--- config.mk ---
export PLATFORM = sky130hd
export DESIGN_NAME = rtp_result_monitor
export DESIGN_NICKNAME = d
export VERILOG_FILES = /design/src/rtl/rtp_mon_pkg.sv /design/src/rtl/rtp_mon_fifo.sv /design/src/rtl/rtp_result_monitor.sv
export SDC_FILE = /design/constraint.sdc
export NUM_CORES = 1
export LEC_CHECK = 0
export ABC_AREA = 0
export CAP_MARGIN = 25
export CORE_MARGIN = 2
export CORE_UTILIZATION = 43
export CTS_CLUSTER_SIZE = 10
export DETAILED_ROUTE_END_ITERATION = 10
export HOLD_SLACK_MARGIN = 0.06
export PLACE_DENSITY = 0.7
export REMOVE_ABC_BUFFERS = 1
export SYNTH_ARGS = -nofsm -noshare
export SYNTH_HDL_FRONTEND = slang
export SYNTH_SLANG_ARGS = --single-unit
--- constraint.sdc ---
create_clock -name i_clk -period 11 [get_ports i_clk]
set_input_delay 1.1 -clock i_clk [delete_from_list [all_inputs] [get_ports i_clk]]
set_output_delay 1.1 -clock i_clk [all_outputs]
set_load 0.02 [all_outputs]
--- src/rtl/rtp_mon_pkg.sv ---
// rtp_mon_pkg: shared types and helpers for the RTP result monitor.
// Run-state enum, channel-index width, popcount and saturating add.
package rtp_mon_pkg;

   typedef enum logic [2:0] {
      ST_IDLE    = 3'd0,
      ST_RUN     = 3'd1,
      ST_DRAIN   = 3'd2,
      ST_DONE    = 3'd3,
      ST_TIMEOUT = 3'd4
   } mon_state_e;

   localparam int MAX_CH    = 8;
   localparam int MAX_CNT_W = 64;

   // Width of a channel index; a single channel still needs one bit.
   function automatic int ch_width(input int n);
      return (n > 1) ? $clog2(n) : 1;
   endfunction

   function automatic logic [3:0] popcount8(
      input logic [MAX_CH-1:0] v
   );
      logic [3:0] c;
      c = '0;
      for (int i = 0; i < MAX_CH; i++)
         c = c + {3'b000, v[i]};
      return c;
   endfunction

   // a + b clamped to max; callers pass max = all-ones of their width.
   function automatic logic [MAX_CNT_W-1:0] sat_add(
      input logic [MAX_CNT_W-1:0] a,
      input logic [MAX_CNT_W-1:0] b,
      input logic [MAX_CNT_W-1:0] max
   );
      logic [MAX_CNT_W:0] s;
      s = {1'b0, a} + {1'b0, b};
      if (s > {1'b0, max})
         return max;
      return s[MAX_CNT_W-1:0];
   endfunction

endpackage

--- src/rtl/rtp_mon_fifo.sv ---
// rtp_mon_fifo: synchronous show-ahead FIFO with flush.
// Ports: i_clk/i_rst_n, i_flush, i_push/i_wdata, i_pop, o_rdata (head), o_full, o_empty.
module rtp_mon_fifo #(
   parameter int WIDTH = 8,
   parameter int DEPTH = 8
) (
   input  logic             i_clk,
   input  logic             i_rst_n,
   input  logic             i_flush,
   input  logic             i_push,
   input  logic [WIDTH-1:0] i_wdata,
   input  logic             i_pop,
   output logic [WIDTH-1:0] o_rdata,
   output logic             o_full,
   output logic             o_empty
);

   localparam int AW = $clog2(DEPTH);

   logic [WIDTH-1:0] r_mem [DEPTH];
   logic [AW:0]      r_wp;
   logic [AW:0]      r_rp;
   logic             w_do_push;
   logic             w_do_pop;

   // Extra pointer MSB tells full from empty when the indices match.
   assign o_empty   = (r_wp == r_rp);
   assign o_full    = (r_wp[AW] != r_rp[AW]) &&
                      (r_wp[AW-1:0] == r_rp[AW-1:0]);
   assign w_do_push = i_push & ~o_full & ~i_flush;
   assign w_do_pop  = i_pop & ~o_empty & ~i_flush;
   assign o_rdata   = r_mem[r_rp[AW-1:0]];

   always_ff @(posedge i_clk) begin
      if (w_do_push)
         r_mem[r_wp[AW-1:0]] <= i_wdata;
   end

   always_ff @(posedge i_clk or negedge i_rst_n) begin
      if (!i_rst_n) begin
         r_wp <= '0;
         r_rp <= '0;
      end else if (i_flush) begin
         r_wp <= '0;
         r_rp <= '0;
      end else begin
         if (w_do_push)
            r_wp <= r_wp + (AW+1)'(1);
         if (w_do_pop)
            r_rp <= r_rp + (AW+1)'(1);
      end
   end

endmodule

--- src/rtl/rtp_result_monitor.sv ---
// rtp_result_monitor: round-robin result collector and run monitor for NUM_CH RTP cores.
// Ports: i_start, per-channel valid/hitT/id/finish/fdiv in, o_ch_ready; head out_* with i_out_ready; run status and counters.
module rtp_result_monitor
   import rtp_mon_pkg::*;
#(
   parameter int NUM_CH      = 2,
   parameter int ID_W        = 32,
   parameter int HITT_W      = 32,
   parameter int FIFO_DEPTH  = 8,
   parameter int CNT_W       = 64,
   parameter int TIMEOUT_CYC = 1048576,
   localparam int CH_W       = ch_width(NUM_CH)
) (
   input  logic                     i_clk,
   input  logic                     i_rst_n,
   input  logic                     i_start,
   input  logic [NUM_CH-1:0]        i_ch_valid,
   input  logic [NUM_CH*HITT_W-1:0] i_ch_hitT,
   input  logic [NUM_CH*ID_W-1:0]   i_ch_ray_id,
   input  logic [NUM_CH-1:0]        i_ch_finish,
   output logic [NUM_CH-1:0]        o_ch_ready,
   input  logic [NUM_CH-1:0]        i_fdiv_pulse,
   output logic                     o_out_valid,
   input  logic                     i_out_ready,
   output logic [HITT_W-1:0]        o_out_hitT,
   output logic [ID_W-1:0]          o_out_ray_id,
   output logic [CH_W-1:0]          o_out_ch,
   output logic                     o_run_finish,
   output logic                     o_run_timeout,
   output logic [CNT_W-1:0]         o_total_cycle,
   output logic [CNT_W-1:0]         o_counter_fdiv,
   output logic [CNT_W-1:0]         o_rays_done
);

   localparam int FW    = HITT_W + ID_W + CH_W;
   localparam int WD_W  = $clog2(TIMEOUT_CYC) + 1;
   localparam logic [WD_W-1:0] WD_LAST = WD_W'(TIMEOUT_CYC - 1);
   localparam logic [MAX_CNT_W-1:0] CNT_MAX = MAX_CNT_W'({CNT_W{1'b1}});

   mon_state_e        r_state;
   logic [CH_W-1:0]   r_prio;
   logic [NUM_CH-1:0] r_fin;
   logic [WD_W-1:0]   r_wd;
   logic [CNT_W-1:0]  r_tc;
   logic [CNT_W-1:0]  r_fd;
   logic [CNT_W-1:0]  r_rd;
   logic              r_finish;
   logic              r_timeout;

   logic                w_active;
   logic                w_restart;
   logic [2*NUM_CH-1:0] w_dbl;
   logic [NUM_CH-1:0]   w_rot;
   logic                w_found;
   logic [CH_W:0]       w_sum;
   logic [CH_W-1:0]     w_gidx;
   logic [CH_W:0]       w_nxt;
   logic [NUM_CH-1:0]   w_gnt;
   logic [HITT_W-1:0]   w_sel_hitT;
   logic [ID_W-1:0]     w_sel_id;
   logic                w_full;
   logic                w_empty;
   logic                w_push;
   logic                w_pop;
   logic                w_all_fin;
   logic [FW-1:0]       w_rdata;
   logic [3:0]          w_pc;

   assign w_active  = (r_state == ST_RUN) || (r_state == ST_DRAIN);
   assign w_restart = i_start & ~w_active;

   // Rotate valids so bit 0 is the highest-priority channel.
   assign w_dbl = {i_ch_valid, i_ch_valid};
   assign w_rot = NUM_CH'(w_dbl >> r_prio);

   always_comb begin
      w_found = 1'b0;
      w_gidx  = '0;
      w_sum   = '0;
      for (int k = 0; k < NUM_CH; k++) begin
         if (!w_found && w_rot[k]) begin
            w_found = 1'b1;
            w_sum   = {1'b0, r_prio} + (CH_W+1)'(k);
            if (w_sum >= (CH_W+1)'(NUM_CH))
               w_sum = w_sum - (CH_W+1)'(NUM_CH);
            w_gidx = w_sum[CH_W-1:0];
         end
      end
   end

   always_comb begin
      w_gnt      = '0;
      w_sel_hitT = '0;
      w_sel_id   = '0;
      for (int j = 0; j < NUM_CH; j++) begin
         if (w_found && (w_gidx == CH_W'(j))) begin
            w_gnt[j]   = 1'b1;
            w_sel_hitT = i_ch_hitT[j*HITT_W +: HITT_W];
            w_sel_id   = i_ch_ray_id[j*ID_W +: ID_W];
         end
      end
   end

   always_comb begin
      w_nxt = {1'b0, w_gidx} + (CH_W+1)'(1);
      if (w_nxt == (CH_W+1)'(NUM_CH))
         w_nxt = '0;
   end

   assign o_ch_ready = (w_active && !w_full) ? w_gnt : '0;
   assign w_push     = |(i_ch_valid & o_ch_ready);
   assign o_out_valid = ~w_empty;
   assign w_pop      = o_out_valid & i_out_ready;
   assign w_all_fin  = &(r_fin | i_ch_finish);
   assign w_pc       = popcount8(MAX_CH'(i_fdiv_pulse));

   rtp_mon_fifo #(
      .WIDTH (FW),
      .DEPTH (FIFO_DEPTH)
   ) u_fifo (
      .i_clk   (i_clk),
      .i_rst_n (i_rst_n),
      .i_flush (w_restart),
      .i_push  (w_push),
      .i_wdata ({w_gidx, w_sel_id, w_sel_hitT}),
      .i_pop   (w_pop),
      .o_rdata (w_rdata),
      .o_full  (w_full),
      .o_empty (w_empty)
   );

   // Head fields read as zero when empty so stale entries never show.
   assign o_out_hitT   = o_out_valid ? w_rdata[HITT_W-1:0] : '0;
   assign o_out_ray_id = o_out_valid ? w_rdata[HITT_W +: ID_W] : '0;
   assign o_out_ch     = o_out_valid ? w_rdata[FW-1 -: CH_W] : '0;

   always_ff @(posedge i_clk or negedge i_rst_n) begin
      if (!i_rst_n) begin
         r_state   <= ST_IDLE;
         r_prio    <= '0;
         r_fin     <= '0;
         r_wd      <= '0;
         r_tc      <= '0;
         r_fd      <= '0;
         r_rd      <= '0;
         r_finish  <= 1'b0;
         r_timeout <= 1'b0;
      end else if (w_restart) begin
         r_state   <= ST_RUN;
         r_prio    <= '0;
         r_fin     <= '0;
         r_wd      <= '0;
         r_tc      <= '0;
         r_fd      <= '0;
         r_rd      <= '0;
         r_finish  <= 1'b0;
         r_timeout <= 1'b0;
      end else begin
         if (w_active) begin
            r_tc  <= CNT_W'(sat_add(MAX_CNT_W'(r_tc),
                                    MAX_CNT_W'(1), CNT_MAX));
            r_fd  <= CNT_W'(sat_add(MAX_CNT_W'(r_fd),
                                    MAX_CNT_W'(w_pc), CNT_MAX));
            r_fin <= r_fin | i_ch_finish;
         end
         if (w_pop)
            r_rd <= CNT_W'(sat_add(MAX_CNT_W'(r_rd),
                                   MAX_CNT_W'(1), CNT_MAX));
         if (w_push)
            r_prio <= w_nxt[CH_W-1:0];
         if (w_push || w_pop)
            r_wd <= '0;
         case (r_state)
            ST_RUN: begin
               if (w_all_fin)
                  r_state <= ST_DRAIN;
               else if (!(w_push || w_pop)) begin
                  if (r_wd == WD_LAST) begin
                     r_state   <= ST_TIMEOUT;
                     r_timeout <= 1'b1;
                  end else
                     r_wd <= r_wd + WD_W'(1);
               end
            end
            ST_DRAIN: begin
               if (w_empty && !w_push) begin
                  r_state  <= ST_DONE;
                  r_finish <= 1'b1;
               end
            end
            default: ;
         endcase
      end
   end

   assign o_run_finish   = r_finish;
   assign o_run_timeout  = r_timeout;
   assign o_total_cycle  = r_tc;
   assign o_counter_fdiv = r_fd;
   assign o_rays_done    = r_rd;

endmodule

Word-level counts from Yosys, hierarchy flattened:

Memory sizes are Yosys's and may differ from the RTL's.
Cells that the tools add are included.

* register bits: 229
* bits in writable memories: 520
* input port bits: 138
* logic and storage cells: 148
* memories: 1

Memories
* u_fifo.r_mem: words 8, width 65, rd ports 1, clocked after memory_dff 0, write ports 1, RTL line rtp_mon_fifo.sv:20 `logic [WIDTH-1:0] r_mem [DEPTH];`

* add/sub/neg operators: 11
* order comparisons: 5
* equal/unequal tests: 12
* shifts and indexed selects: 1
* muxes and demuxes: 68
* bitwise logic cells: 13
* reduce and logical (&&, ||, !) cells: 26

Operators by type and width (number)
* 64-bit two-way mux: 12
* 65-bit by 64-bit > comparator with 1-bit output (second input constant): 3
* 32-bit two-way mux: 6
* 64-bit by 1-bit adder with 65-bit output (second input constant): 2
* 21-bit two-way mux: 6
* 64-bit by 2-bit adder with 65-bit output: 1
* 1-bit two-way mux: 31
* 21-bit by 1-bit adder with 21-bit output (second input constant): 1
* 21-bit by 20-bit equality test with 1-bit output (second input constant): 1
* 2-bit nonzero test: 9
* 4-bit two-way mux: 4
* 3-bit two-way mux: 5
* 4-bit by 1-bit adder with 4-bit output (second input constant): 2
* 4-bit AND reduction: 2
* 1-bit bitwise AND: 6
* 1-bit logical AND: 6
* 2-bit two-way mux: 3
* 3-bit case mux with 2 select lines: 1
* 1-bit NOT: 5
* 1-bit by 1-bit adder with 2-bit output (second input constant): 2
* 4-bit equality test: 1
* 2-bit by 1-bit != test with 1-bit output (second input constant): 2
* 4-bit by 2-bit != test with 1-bit output (second input constant): 1
* 4-bit by 3-bit != test with 1-bit output (second input constant): 1
* 18 further kinds: 23

Longest topological paths before layout:

Gate-level depths: netlist of the first run.

* depth in word-level cells: 18
* gate-level depth with buffers: 13
* mapped depth without buffers: 11

Modules after synthesis:

Synthesis of the first run repeated with hierarchy kept, for this count alone.

* cells, all modules: 2776
* area total of the unflattened synthesis: 35776.8 um2

By module, submodules not included
* rtp_mon_fifo: instances 1, cells an instance 830, area each 20240.7 um2
* rtp_result_monitor: instances 1, cells an instance 1946, area each 15536.2 um2

Least setup slack after synthesis of the first run:

No wires, ideal clock.

* path kind: input to register
* start point: input i_ch_valid[1]
* end point: memory u_fifo.r_mem[1][0] (netlist bit) (enable)
* arrival: 8688 ps
* slack: 1640 ps
* stages: 5
* path through: a21boi_0 -> and2_1 -> nor2_1 -> clkbuf_1 -> nor4b_1

* elaborated cells on any way between the ends: 19
* classes of those cells: shift: 1; mux: 9; bitwise: 4; reduce/logical: 5

RTL lines
* start: declaration: RTL line rtp_result_monitor.sv:17 `input logic [NUM_CH-1:0] i_ch_valid,`
* 4-bit by 1-bit right shift with 2-bit output *: RTL line rtp_result_monitor.sv:74 `assign w_rot = NUM_CH'(w_dbl >> r_prio);`
* 1-bit two-way mux: RTL line rtp_result_monitor.sv:81 `if (!w_found && w_rot[k]) begin`
* 1-bit logical NOT: RTL line rtp_result_monitor.sv:81
* 1-bit logical AND: RTL line rtp_result_monitor.sv:81
* 1-bit two-way mux: RTL line rtp_result_monitor.sv:81
* 1-bit logical AND *: RTL line rtp_result_monitor.sv:96 `if (w_found && (w_gidx == CH_W'(j))) begin`
* 1-bit two-way mux *: RTL line rtp_result_monitor.sv:96
* 2-bit two-way mux *: RTL line rtp_result_monitor.sv:110 `assign o_ch_ready = (w_active && !w_full) ? w_gnt : '0;`
* via o_ch_ready[1]: RTL line rtp_result_monitor.sv:21 `output logic [NUM_CH-1:0] o_ch_ready,`
* 2-bit bitwise AND *: RTL line rtp_result_monitor.sv:111 `assign w_push = |(i_ch_valid & o_ch_ready);`
* 2-bit OR reduction *: RTL line rtp_result_monitor.sv:111
* 1-bit bitwise AND * (2 in series): RTL line rtp_mon_fifo.sv:30 `assign w_do_push = i_push & ~o_full & ~i_flush;`
* 1-bit two-way mux *: RTL line rtp_mon_fifo.sv:35 `if (w_do_push)`
* 1-bit two-way mux (not written as such) *: RTL line rtp_mon_fifo.sv:36 `r_mem[r_wp[AW-1:0]] <= i_wdata;`
* end: declaration: RTL line rtp_mon_fifo.sv:20

The timed path passes the listed nets; every way through them passes the cells marked *.

Final worst setup path of the first run:

* start point: register u_fifo.r_rp[1]
* end point: output o_out_ray_id[14]

* longest elaborated chain between the ends: 2
* elaborated cells on any way between the ends: 3
* classes of those cells: eq/ne: 1; mux: 1; memory: 1

RTL lines
* start: declaration: RTL line rtp_mon_fifo.sv:22 `logic [AW:0] r_rp;`
* start signal: assignment: RTL line rtp_mon_fifo.sv:50 `r_rp <= r_rp + (AW+1)'(1);`
* memory 8 x 65 bit / 4-bit equality test (equally long branches)
* 32-bit two-way mux *: RTL line rtp_result_monitor.sv:134 `assign o_out_ray_id = o_out_valid ? w_rdata[HITT_W +: ID_W] : '0;`
* end: declaration: RTL line rtp_result_monitor.sv:26 `output logic [ID_W-1:0] o_out_ray_id,`

Every way passes the cells marked *; elsewhere a longest branch is shown, timed or not.

==> impl_results.md, run 1 <==
- Reg area: between 0.02 and 0.025 mm²
- Initial antenna violation count: 0
- Clock root cell: clkbuf_16
- Max cap viols: 0
- Reg2Reg Depth: 9
- Min Hold Slack: 0.500 ns
- Largest net degree at the start of global routing: 107
- Routed vias/inst: roughly 6.2
- GR Overflow Total: 0
- Chip width: between 200 and 300 µm
- Worst Max-Slew Pin Slew: about 1.1 ns
- Area of the die: ~0.084 mm²
- CP cell instances: buf_4 > buf_4 > mux4_2 > mux2i_1 > nor2_1 > clkdlybuf4s50_1
- Top-area cell type share of the netlist area: between 40% and 50%
- CTS Buf Count: slightly below 90
- Final Power: between 9 and 10 mW
- Final min period: between 5 and 6 ns
- Compound-Gate Fraction of Synth Area: a little over a tenth
- Slew HR: between 20% and 30%
- Pleak: about 14 nW
- Synth Area in Simple Gates: 14.2%
- Worst setup EP type: output pin
- Fillcell total: 6725
- Gate Count Post-Synth: 2734
- Detail Route Antenna Nets: 0
- Worst Hold Class: reg2reg
- Pwr Density: approximately 220 mW/mm²
- CP most frequent cell: buf_4
- Seq cells post-synth: 749
- WHS Path Cells: 2
- Quantity of gates resized following cts: 0
- Final core occ: a little over half
- Required @ worst endpoint: 9.90 ns
- Pre-CTS setup slack: 6.16 ns
- Clk_skew: 0.0582 ns
- NumNets Final: around 3200
- Top_reg_cell synth: edfxtp_1
- Total negative setup slack: 0 ns
- Slowest CP cell: buf_4
- Post-CTS setup buffers: 0
- Mux share of post-synthesis cell area: roughly a tenth
- Xor and xnor area share after synthesis: around 1.5%
- Min-Delay Endpoint: r_fin[1]$_DFFE_PN0P_
- Via count: around 26000
- Global-route wire length before repair: 157000 µm
- Post-DP HPWL: approximately 65000 µm
- Post-Route WL: roughly 100000 µm
- Synth Cell Area: 0.0352 mm²
- Final Hold Viols: 0
- Reg-to-Reg Start: o_rays_done[9]$_DFFE_PN0P_
- Max-slew violations: 0
- Share of cells above drive strength 1: between 10% and 20%
- Largest family of logic cells by synthesized area: simple AND/OR/NAND/NOR gates
- Core area: approximately 0.081 mm²
- DR iter-0 viols: approximately 2900
- Netlist cell types: 79
- Synth async-reset ratio: a little under a third
- Synth warn: 0
- Synth area leaders: edfxtp_1 (44%), dfrtp_1 (16%), mux4_2 (8.3%)
- Area of the multi-input gates: ~0.013 mm²
- Core Rows: about 100
- Post-synth top area cell: edfxtp_1
- Initial DRT Pass Iterations: 6
- CTS tree: built
- Worst-case vdd ir drop: between 0.2 and 0.25 mV
- Synth-to-Final Area Change: 22.1%
- Hold path startpoint: r_fin[1]$_DFFE_PN0P_
- Largest buffer count on any clock path: 3
- Diodes inserted: 0
- GPL Wtd Cong: roughly 0.96
- Worst setup margin: 5.75 ns
- Vias in the first global route: 25400
- Unrepaired setup endpoints after global routing: false
- Clk Latency, worst-skew pair: ~0.66 ns
- Crit Path Class: reg2out
- IO buf count: 399
- Crit path launch type: register
- I/O pin count: 400
- Gr usage total: between 20% and 30%
- Post-synth EDFFs: 520
- Finish-stage setup viols: 0
- Status: complete, no violations
- Routed WL per cell: around 24 µm
- Worst R2R Setup Slack: 6.03 ns
- Crit share post-route: a little under half
- Max incr delay on CP: approximately 0.9 ns
- # DRC: 0
- Max Clk Rate: between 0.15 and 0.2 GHz
- CTS sink cnt: 749
- Initial Util: 43.6%
- H-tree levels: 3
- Crit Path Max Fanout: 68
- Hold-fix buffers, CTS: 0
- Most frequent cell after synthesis: edfxtp_1
- Commonest cells in the netlist: edfxtp_1 (520), nor2_1 (242), dfrtp_1 (229), clkbuf_1 (144), nand2_1 (143)
- Area share of fa/ha/maj cells after synthesis: 0.342%
- Syn avg cell area: between 10 and 15 µm²
- Critical R2R Capture: o_rays_done[32]$_DFFE_PN0P_
- Post-synthesis sequential area ratio: around 60%
- Die H: slightly below 300 µm
- Worst-path clk slew: around 0.06 ns
- Crit path arrival time: about 4.2 ns
==> critical path, delay by kind of cell, from the launching register on <==
kind	cells	cell delay (ns)
flops	1	0.41
simple gates	1	0.31
buf+inv	3	2.29
mux	2	0.43
==> cell families (layout without fill, tap and decap cells) <==
family                     count (synthesis)  after routing
and+or+nand+nor                          959            959
buffers and inverters                    202            592
adders and majority gates                  9              9
DFF                                      749            749
muxes                                    197            197
xor gates and xnor gates                  62             62
AOI/OAI and AO/OA                        556            556
==> final cells by class <==
cell class	count	share of cell area, %
clock inverter	12	0.501
timing repair buffer	452	10.4
clock buffer	107	5.41
inverter	21	0.184
multi-input combinational	1783	30.6
tap	1060	3.09
sequential	749	49.7
==> cells in the final DEF, fill, tap and decap left out, types with 28 or more instances in the layout <==
cell type          n
dfrtp_1          226
a31oi_1           52
nor2_1           238
a311oi_1          46
clkbuf_16         89
o21ai_0          100
xnor2_1           34
and2_1            34
nor3_1            89
nand4_1           88
mux2i_1           67
nand3_1          119
and3_1            55
xor2_1            28
mux4_2           130
a22o_1            65
nor4_1            58
edfxtp_1         520
buf_4             48
a21oi_1          138
nand2_1          142
clkdlybuf4s50_1  398
==> metrics by stage <==
| step | instance area, µm² | std cells |
|---|---|---|
| after floorplan | 34500 | 2553 |
| after global placement | 40300 | 4060 |
| after detailed placement | 40300 | 4061 |
| after CTS | 42800 | 4180 |
| after global routing | 42900 | 4184 |
| final | 42900 | 4184 |
==> flip-flops by register name, indices dropped and copies added, names as in the netlist <==
name / flops
u_fifo.r_wp: 4
r_prio: 1
r_state: 3
o_rays_done: 64
o_run_timeout: 1
u_fifo.r_rp: 4
r_wd: 21
o_counter_fdiv: 64
o_total_cycle: 64
u_fifo.r_mem: 520
r_fin: 2
o_run_finish: 1
==> power by group <==
part | internal, mW | switching, mW | leakage (nW)
logic | 1.29 | 2.04 | 4.96
registers | 3.42 | 0.227 | 7.90
clock network | 1.51 | 1.12 | 1.23
total | 6.22 | 3.38 | 14.1
==> layer usage <==
metal | track usage [%] | share of wire (%) | vias up | wire, µm
met5 | 0 | 0 | - | 0
met4 | 6.77 | 2.7 | 0 | 2740
met3 | 4.67 | 8.4 | 202 | 8600
met2 | 38.9 | 48 | 1325 | 48800
met1 | 32.7 | 41 | 13000 | 42100
li1 | - | - | 11600 | -
==> how the worst max path moves through the flow <==
stage	to	slack, ns	from
finish	o_out_ray_id[14]	5.75	u_fifo.r_rp[1]$_DFFE_PN0P_
global route	o_out_ray_id[30]	5.50	u_fifo.r_rp[1]$_DFFE_PN0P_
CTS	o_out_ray_id[30]	5.63	u_fifo.r_rp[1]$_DFFE_PN0P_
detailed placement	o_rays_done[32]$_DFFE_PN0P_	6.16	o_rays_done[9]$_DFFE_PN0P_
global placement	o_rays_done[32]$_DFFE_PN0P_	6.14	o_rays_done[5]$_DFFE_PN0P_
floorplan	u_fifo.r_mem[1][0]$_DFFE_PP_	-2.52	u_fifo.r_rp[0]$_DFFE_PN0P_
Note: power is estimated with default switching activity, not from simulation.
==> inputs of run 2 (changes only) <==
--- a/config.mk
+++ b/config.mk
@@ -12,7 +12,7 @@
 export CTS_CLUSTER_SIZE = 10
 export DETAILED_ROUTE_END_ITERATION = 10
 export HOLD_SLACK_MARGIN = 0.06
-export PLACE_DENSITY = 0.7
+export PLACE_DENSITY = 0.72
 export REMOVE_ABC_BUFFERS = 1
 export SYNTH_ARGS = -nofsm -noshare
 export SYNTH_HDL_FRONTEND = slang
==> constraint.sdc (replaced) <==
create_clock -name i_clk -period 4.8 [get_ports i_clk]
set_input_delay 0.48 -clock i_clk [delete_from_list [all_inputs] [get_ports i_clk]]
set_output_delay 0.48 -clock i_clk [all_outputs]
set_load 0.02 [all_outputs]
==> run 2 against run 1 <==
Effect of this change: clock power grew 130%; sequential power grew 130%; sequential share of layout area shrank 0.67 points; hold slack lost 0.032 ns; utilization grew 0.72 points; global-route usage grew 1.4 points; critical path type is now reg2reg; largest cell class unchanged.
==> impl_results.md, run 2 (same netlist as run 1, synthesis figures left out) <==
- Pwr Density: 511 mW/mm² (+130%)
- Worst-case vdd ir drop: 0.416 mV (+100%)
- CP cell instances: nand4_1 > or4_1 > nor2_1 > buf_4 > nand3_1 > a2111oi_0 > nand4_1 > nor4_1 > buf_4 > a211oi_1 > o31ai_1
- CTS Buf Count: 87 (-1.1%)
- Initial DRT Pass Iterations: 5 (-1)
- Global-route wire length before repair: 164000 µm (+4.8%)
- Crit Path Max Fanout: 12 (-82%)
- Max Clk Rate: between 0.2 and 0.25 GHz
- Largest net degree at the start of global routing: 134 (+25%)
- Crit Path Class: reg2reg
- Worst R2R Setup Slack: 0.48 ns (-5.55 ns)
- Hold path startpoint: i_ch_finish[1]
- I/O pin count: 400 (unchanged)
- Worst Hold Class: in2reg
- Post-Route WL: 108000 µm (+5.4%)
- Min-Delay Endpoint: r_fin[1]$_DFFE_PN0P_
- Gr usage total: 25.2% (+1.4 points)
- Met1 WL: 45000 µm (+6.8%)
- CTS tree: built
- Max cap viols: 0 (unchanged)
- Required @ worst endpoint: 5.35 ns (-4.55 ns)
- Initial Util: 43.6% (unchanged)
- Final Hold Viols: 0 (unchanged)
- Post-DP HPWL: 70700 µm (+8.5%)
- Worst Max-Slew Pin Slew: 1.04 ns (-0.0219 ns)
- Chip width: 290 µm (unchanged)
- Critical R2R Capture: o_total_cycle[29]$_DFFE_PN0P_
- # DRC: 0 (unchanged)
- Final min period: between 4 and 5 ns
- Area of the die: 0.0841 mm² (unchanged)
- Slew HR: 30.9% (+1.5 points)
- Unrepaired setup endpoints after global routing: false
- NumNets Final: 3299 (+1.8%)
- H-tree levels: 3 (unchanged)
- DR top layer: met4
- Initial antenna violation count: 0 (unchanged)
- Routed vias/inst: 6.26 (+0.49%)
- Core Rows: 104 (unchanged)
- Most common cell after layout, fill and taps aside: edfxtp_1
- Reg area: 0.0214 mm² (unchanged)
- Total negative setup slack: 0 ns (unchanged)
- Met2 wire length: 50300 µm (+3.0%)
- Crit path launch type: register
- Clk Latency, worst-skew pair: 0.65 ns (about the same)
- Routed WL per cell: 25.4 µm (+3.8%)
- Reg2Reg Depth: 11 (+2)
- Diodes inserted: 0 (unchanged)
- Crit share post-route: 90.0%
- Core area: 0.0807 mm² (unchanged)
- DR iter-0 viols: 2839 (-1.8%)
- Max-slew violations: 0 (unchanged)
- Commonest cells after routing, fill and taps aside: edfxtp_1 (520), clkdlybuf4s50_1 (398), nor2_1 (238)
- CTS sink cnt: 749 (unchanged)
- Die H: 290 µm (unchanged)
- Worst-path clk slew: 0.06 ns (about the same)
- Area of the multi-input gates: 0.0132 mm² (unchanged)
- WHS Path Cells: 3 (+1)
- Status: complete, no violations
- Quantity of gates resized following cts: 0 (unchanged)
- Via count: 26600 (+2.0%)
- Clk_skew: 0.0550 ns (-0.00314 ns)
- Share of cells above drive strength 1: 12.1% (+1.6 points)
- Routed length on met3: 9190 µm (+6.9%)
- Synth-to-Final Area Change: 23.8%
- IO buf count: 399 (unchanged)
- Final core occ: 53.9% (+0.72 points)
- Vias in the first global route: 25900 (+1.8%)
- Largest buffer count on any clock path: 3 (unchanged)
- Clock root cell: clkbuf_16
- GR Overflow Total: 0 (unchanged)
- Crit path arrival time: 4.87 ns (+0.72 ns)
- Slowest CP cell: or4_1
- Reg-to-Reg Start: o_total_cycle[6]$_DFFE_PN0P_
- Max incr delay on CP: 0.77 ns (-0.13 ns)
- Worst setup EP type: register
- Fillcell total: 6717 (-0.12%)
- Finish-stage setup viols: 0 (unchanged)
- Detail Route Antenna Nets: 0 (unchanged)
- Pleak: 14.4 nW (+2.3%)
- Max reg flops: 520 (unchanged)
- GPL Wtd Cong: 1.00 (+5.2%)
==> run 2: layout make-up <==
cell class / instances / share of cell area [%]
Inverter: 21 / 0.181
Sequential cell: 749 / 49.1
Timing Repair Buffer: 510 / 11.6
Multi-Input combinational cell: 1783 / 30.2
Clock inverter: 9 / 0.403
Tap cell: 1060 / 3.05
Clock buffer: 116 / 5.46
==> run 2: per-layer routing <==
| metal | up-vias | GRT usage (%) |
|---|---|---|
| met2 | 1299 | 40.2 |
| met4 | 0 | 7.58 |
| met5 | - | 0 |
| met3 | 210 | 4.65 |
| met1 | 13400 | 35.4 |
| li1 | 11700 | - |
==> run 2: through the flow <==
stage | setup slack (ns) | hold slack, ns | cell area (µm²) | power, mW | std cells
6_report | 0.480 | 0.468 | 43500 | 22.2 | 4248
5_1_grt | 0.236 | 0.488 | 43500 | 23.2 | 4248
4_1_cts | 0.513 | 0.428 | 43500 | 22.4 | 4247
3_5_place_dp | 0.537 | 0.489 | 40900 | 16.3 | 4121
3_3_place_gp | 0.589 | 0.476 | 40900 | 16.2 | 4121
2_1_floorplan | -8.72 | 0.184 | 34500 | 13.0 | 2553
==> run 2: power breakdown <==
part	leakage, nW	internal (mW)	switching (mW)
Combinational	5.29	3.05	4.83
Sequential	7.90	7.84	0.434
Clock	1.24	3.45	2.62
Total	14.4	14.3	7.88
==> run 2: how the worst max path moves through the flow <==
stage | startpoint | endpoint | slack (ns)
final | o_total_cycle[6]$_DFFE_PN0P_ | o_total_cycle[29]$_DFFE_PN0P_ | 0.48
after global routing | o_rays_done[7]$_DFFE_PN0P_ | o_rays_done[45]$_DFFE_PN0P_ | 0.24
after CTS | o_rays_done[7]$_DFFE_PN0P_ | o_rays_done[32]$_DFFE_PN0P_ | 0.51
after detailed placement | o_rays_done[7]$_DFFE_PN0P_ | o_rays_done[32]$_DFFE_PN0P_ | 0.54
after global placement | o_rays_done[7]$_DFFE_PN0P_ | o_rays_done[32]$_DFFE_PN0P_ | 0.59
after floorplan | u_fifo.r_rp[0]$_DFFE_PN0P_ | u_fifo.r_mem[1][0]$_DFFE_PP_ | -8.72
==> run 2: timing repair <==
| action | CTS | global route |
|---|---|---|
| endpoints found under the hold margin | 112 | 0 |
| hold buffers | 1 | 0 |
| buffers inserted | 0 | 0 |
| setup endpoints to repair | 0 | 0 |
==> run 2: worst max-delay path, delay by kind of cell (launching register included) <==
family                 cells  cell delay, ns
AO/OA/AOI/OAI              3            0.88
AND/OR/NAND/NOR            6            2.37
flip-flops                 1            0.54
buffers and inverters      2            0.43
